==> src/rtl/fetch_unit.sv <==
// Instruction fetch stage: owns the PC, issues instruction reads and fills the
// IF/ID pipeline register. A one-entry skid buffer catches an instruction that
// returns while decode is stalled, so it is not lost.
//
// Handshake: an instruction is taken from memory when iREN=1 and ihit=1 at a
// rising edge. It moves into IF/ID only when stall=0. With stall=1 it parks in
// the skid buffer and iREN drops until decode accepts it. flush wins over all
// other inputs and discards any ihit in the same cycle.
module fetch_unit #(
    parameter logic [31:0] PC_INIT   = 32'h00000000,
    parameter logic [31:0] HALT_WORD = 32'hFFFFFFFF
) (
    input  logic        CLK,
    input  logic        nRST,
    input  logic        ihit,
    input  logic [31:0] iload,
    input  logic        stall,
    input  logic        flush,
    input  logic [31:0] redirect_pc,
    output logic        iREN,
    output logic [31:0] imemaddr,
    output logic [31:0] instr_id,
    output logic [31:0] npc_id,
    output logic        valid_id,
    output logic [1:0]  fsm_state
);

    typedef enum logic [1:0] {
        FETCH  = 2'd0,
        HOLD   = 2'd1,
        HALTED = 2'd2
    } state_t;

    state_t      state;
    state_t      state_nxt;
    logic [31:0] pc;
    logic [31:0] pc_plus4;
    logic [31:0] skid_instr;
    logic [31:0] skid_npc;
    logic        skid_valid;

    // Modulo-2^32 increment; wraps naturally at the top of the address space.
    assign pc_plus4 = pc + 32'd4;

    // State register.
    always_ff @(posedge CLK or negedge nRST) begin
        if (!nRST) begin
            state <= FETCH;
        end else begin
            state <= state_nxt;
        end
    end

    // Next-state logic: flush overrides everything, halt word freezes fetch.
    always_comb begin
        state_nxt = state;
        if (flush) begin
            state_nxt = FETCH;
        end else begin
            case (state)
                FETCH: begin
                    if (ihit) begin
                        if (stall) begin
                            state_nxt = HOLD;
                        end else if (iload == HALT_WORD) begin
                            state_nxt = HALTED;
                        end
                    end
                end
                HOLD: begin
                    if (!stall) begin
                        state_nxt = (skid_instr == HALT_WORD) ? HALTED : FETCH;
                    end
                end
                HALTED: state_nxt = HALTED;
                default: state_nxt = FETCH;
            endcase
        end
    end

    // Output logic: read request depends on state only, address is the PC.
    always_comb begin
        iREN      = (state == FETCH);
        imemaddr  = pc;
        fsm_state = state;
    end

    // PC, IF/ID and skid buffer updates.
    always_ff @(posedge CLK or negedge nRST) begin
        if (!nRST) begin
            pc         <= PC_INIT;
            instr_id   <= 32'h0;
            npc_id     <= 32'h0;
            valid_id   <= 1'b0;
            skid_instr <= 32'h0;
            skid_npc   <= 32'h0;
            skid_valid <= 1'b0;
        end else if (flush) begin
            // Word-align the target; the younger fetch becomes a bubble.
            pc         <= redirect_pc & ~32'd3;
            instr_id   <= 32'h0;
            npc_id     <= 32'h0;
            valid_id   <= 1'b0;
            skid_valid <= 1'b0;
        end else begin
            case (state)
                FETCH: begin
                    if (!stall) begin
                        if (ihit) begin
                            instr_id <= iload;
                            npc_id   <= pc_plus4;
                            valid_id <= 1'b1;
                            // PC stays on the halt word so it is not fetched past.
                            if (iload != HALT_WORD) begin
                                pc <= pc_plus4;
                            end
                        end else begin
                            instr_id <= 32'h0;
                            npc_id   <= 32'h0;
                            valid_id <= 1'b0;
                        end
                    end else if (ihit) begin
                        skid_instr <= iload;
                        skid_npc   <= pc_plus4;
                        skid_valid <= 1'b1;
                    end
                end
                HOLD: begin
                    if (!stall) begin
                        instr_id   <= skid_instr;
                        npc_id     <= skid_npc;
                        valid_id   <= skid_valid;
                        skid_valid <= 1'b0;
                        if (skid_instr != HALT_WORD) begin
                            pc <= skid_npc;
                        end
                    end
                end
                default: begin
                    // HALTED: everything frozen until flush or reset.
                end
            endcase
        end
    end

endmodule
==> config.mk <==
export PLATFORM = sky130hd
export DESIGN_NAME = fetch_unit
export DESIGN_NICKNAME = d
export VERILOG_FILES = /design/src/rtl/fetch_unit.sv
export SDC_FILE = /design/constraint.sdc
export NUM_CORES = 1
export LEC_CHECK = 0
export BUFFER_PORTS_ARGS = -buffer_cell sky130_fd_sc_hd__buf_4
export CAP_MARGIN = 20
export CORE_AREA = 2 2 138 140
export DETAILED_ROUTE_END_ITERATION = 6
export DIE_AREA = 0 0 140 142
export PLACE_DENSITY_LB_ADDON = 0.15
export SYNTH_ARGS = -nofsm -noshare
export SYNTH_HDL_FRONTEND = slang
export SYNTH_SLANG_ARGS = --single-unit
==> constraint.sdc <==
create_clock -name CLK -period 2.7 [get_ports CLK]
set_clock_uncertainty 0.05 [all_clocks]
set_input_delay 0.27 -clock CLK [delete_from_list [all_inputs] [get_ports CLK]]
set_output_delay 0.27 -clock CLK [all_outputs]
set_load 0.1 [all_outputs]
==> results <==
- The flow ran to the end, but the final reports show violations.
- Setup total negative slack on the finished layout was measured at 0 ns.
- Across all layers, the routed design uses 7191 vias.
- After the first detailed-routing iteration, the DRC count stood at 764.
- The area fraction of the dominant cell type after synthesis is between 50 and 60%.
- After detailed placement, the total cell area comes to 9690 um^2.
- sky130_fd_sc_hd__dfrtp_1 is the most common cell in the netlist.
- In the post-route analysis, the smallest setup slack over all paths is ~0.25 ns.
- The checks that failed: design-rule violations.
- For this block, wires on met1 add up to 10.4 mm.
- The clock tree buffer depth is 2.
- The worst hold slack is 0.0142 ns.
- The initial antenna violation count is 0.
- The type of origin of the critical path is a register.
- The post-layout net count is 1022.
- The critical path start-end classification is register to register.
- CTS built an H-tree with a depth of 4.
- The final number of hold-violating endpoints is 0.
- The remaining design rule violation count is 10.
- Port buffering added 166 buffers.
- Headroom to the max-slew limit came out at between 20% and 30%.
- The ratio of final minimum period to clock period is 90.6%.
- The per-cell via count in the routed design is 6.00.
- The height of the die is 142 um.
- The worst hold path cell count is 3.
- The share of the yosys chip area belonging to registers is 50.3%.
- The number of distinct standard cells referenced by the synthesized netlist is 57.
- The boundary pin count is 169.
- Along the worst path, the maximum fanout reaches 10.
- The antenna diode count is 0.
- The maximum number of pins on one net before global-route repair is between 60 and 70.
- Summed over all cells, the static leakage comes to 0.00470 uW.
- TritonCTS built the clock tree.
- Setup repair after global routing left no endpoint under its margin.
- Once the floorplan was initialized, standard cells occupied 44.2% of the core.
- The worst hold path belongs to the class primary input to register.
- The number of flops mapped to enable cells by yosys is 0.
- The number of clock sinks is 164.
- Max-cap violations in this run came to 0.
- Relative to the synthesized area, the layout overhead comes to 26.4%.
- The routed design has 24.7 mm of wire.
- The data arrival time of the worst path is 2.71 ns.
- The final number of max-transition violations is 0.
- For flop-to-flop paths, the worst setup slack is roughly 0.25 ns.
- The global placement routability congestion is ~0.9.
- The number of instances in the synthesized netlist is 807.
- The path with the worst hold slack has its endpoint at instr_id[16].
- The depth of the most critical reg-to-reg path is 5.
- Detailed placement finished with a half-perimeter wire length of 16.7 mm.
- The post-cts hold buffer count is 1.
- Ranked by instance count, the synthesized netlist is headed by sky130_fd_sc_hd__dfrtp_1 (164), sky130_fd_sc_hd__o21ai_0 (84), sky130_fd_sc_hd__nand2_1 (65).
- The post-route minimum period is ~2.4 ns.
- The proportion of layout cells with a drive suffix above 1 is approximately 31%.
- In this run the most critical hold path is launched from iload[16].
- The wire length of the first global-routing pass is just under 40 mm.
- Clock-pin slew was measured on the worst setup and hold paths at 0.07 ns.
- Excluding fillers, the count of instances in the completed layout stands at 1199.
- For this run, the detailed router's first-pass iteration total came to 7.
- Detailed routing placed a total of 11.7 mm of wire on met2.
- The top achievable clock speed is 409 MHz.
- The transition time at the pin with the least slew margin is 1.14 ns.
- The most area-hungry cell type in the Yosys netlist is sky130_fd_sc_hd__dfrtp_1.
- The uppermost metal layer occupied by signal nets is met4.
- The final number of setup-violating endpoints is 0.
- The number of global-route vias before repair is 6943.
- For this run, the total global-route usage over all layers was measured as 25.3%.
- In this run the cell area of the synthesized design comes to around 8000 um^2.
- Counting tap cells, the placed design contains a total of around 1200 instances.
- The remaining antenna violation count is 0.
- The minimum setup slack after placement is roughly 0.23 ns.
- STA puts the critical path data required time at about 3.0 ns.
- For this run, the leading register cell type out of synthesis is sky130_fd_sc_hd__dfrtp_1.
- Buffers inserted during clock tree synthesis total 17.
- Once the clock tree was built, the resizer swapped 0 gates to a different size.
- The die outline width is 140 um.
- For this run the aggregate overflow at the end of global routing stands at 0.
- After synthesis the netlist holds a flip-flop and latch count of 164.
- Row generation in the floorplan step produced 50 rows.
- The clock latency on the worst-skew pair is 0.43 ns.
- A synthesized cell averages 10.1 um^2.
- VDD sags by at most 0.488 mV.
- The post-CTS setup-driven buffer insertion count is 0.
- The share of synthesized registers carrying an async set or reset is 100%.
- The Yosys step of the flow raised 0 warnings.
- The die covers slightly below 20000 um^2.
- The cell sitting at the root of the clock tree is a sky130_fd_sc_hd__clkbuf_16.
- The region available for standard cell placement spans approximately 18000 um^2.
- After synthesis, the cell types taking the most area are sky130_fd_sc_hd__dfrtp_1 (50%), sky130_fd_sc_hd__mux2_2 (6.2%), sky130_fd_sc_hd__o21ai_0 (5.2%).
- After routing the design area is a little over 10000 um^2.
- The capturing element type of the critical path is a register.
- The power density normalized to cell area is 809 nW/um^2.
- The amount of wire on met3 after detailed routing is 2.21 mm.
- The reg-to-reg endpoint is imemaddr[22].
- The wire length per cell is between 20 and 25 um.
- When the netlist entered floorplanning its net count stood at 877.
- The worst register-to-register path begins at fsm_state[1].
registers in the layout (all words and copies together) (netlist names):
register	count
imemaddr	32
instr_id	32
npc_id	32
skid_instr	32
skid_npc	32
fsm_state	2
skid_valid	1
valid_id	1
cell usage in the layout, fill, tap and decap left out, types with 17 or more instances in the layout:
cell type,instances
sky130_fd_sc_hd__inv_1,45
sky130_fd_sc_hd__o21ai_0,84
sky130_fd_sc_hd__a22oi_1,27
sky130_fd_sc_hd__nand2_1,65
sky130_fd_sc_hd__nand3_1,20
sky130_fd_sc_hd__buf_4,190
sky130_fd_sc_hd__nor2_1,25
sky130_fd_sc_hd__clkbuf_16,17
sky130_fd_sc_hd__dfrtp_1,146
sky130_fd_sc_hd__mux2_2,45
sky130_fd_sc_hd__a21oi_1,17
sky130_fd_sc_hd__nor3_1,22
sky130_fd_sc_hd__nand4_1,32
sky130_fd_sc_hd__dfrtp_2,18
sky130_fd_sc_hd__a222oi_1,34
worst max-delay path, stage by stage (launching register included):
cell                       delay [ns]
sky130_fd_sc_hd__dfrtp_1         0.50
sky130_fd_sc_hd__nor2_1          0.27
sky130_fd_sc_hd__nor2_4          0.06
sky130_fd_sc_hd__a41oi_1         0.85
sky130_fd_sc_hd__o221ai_1        0.30
sky130_fd_sc_hd__a32o_1          0.28
power breakdown:
part           internal, uW  total, uW  switching [uW]
Combinational           701       2510            1810
Sequential             2860       3310             454
Clock                  1460       2520            1060
layout make-up:
cell class / count / area (um^2)
Clock buffer: 17 / 425
Clock inverter: 15 / 181
Fill cell: 1660 / 8150
Inverter: 45 / 169
Multi-Input combinational cell: 530 / 3620
Sequential cell: 164 / 4130
Tap cell: 234 / 293
Timing Repair Buffer: 194 / 1490
how the worst max path moves through the flow:
stage                               to  cells past startpoint    startpoint
after floorplan           imemaddr[29]                      5  imemaddr[16]
after global placement    imemaddr[21]                      6         flush
after detailed placement  imemaddr[21]                      6         flush
after CTS                 imemaddr[22]                      5  fsm_state[1]
after global routing      imemaddr[21]                      5  fsm_state[1]
final                     imemaddr[22]                      5  fsm_state[1]
through the flow:
stage | total power, uW | util (%)
6_report | 8340 | 55.8
4_1_cts | 8380 | 55.8
5_1_grt | 8700 | 55.8
2_1_floorplan | 5110 | -
3_5_place_dp | 5850 | 52.5
3_3_place_gp | 5820 | 52.5
routing by layer:
layer / up-vias / GRT usage (%)
met5: - / 0
met3: 36 / 7.44
met1: 3534 / 34.4
met2: 297 / 39.9
li1: 3324 / -
met4: 0 / 7.07
cells by family after synthesis:
group / count (synthesis) / synth area share, %
muxes: 52 / 7.12
xor gates and xnor gates: 24 / 2.58
and+or+nand+nor: 223 / 14.1
buffers and inverters: 113 / 5.48
AOI/OAI and AO/OA: 230 / 20.2
DFF: 164 / 50.3
adders and majority gates: 1 / 0.153
No activity file was read; power rests on OpenSTA's default activity.
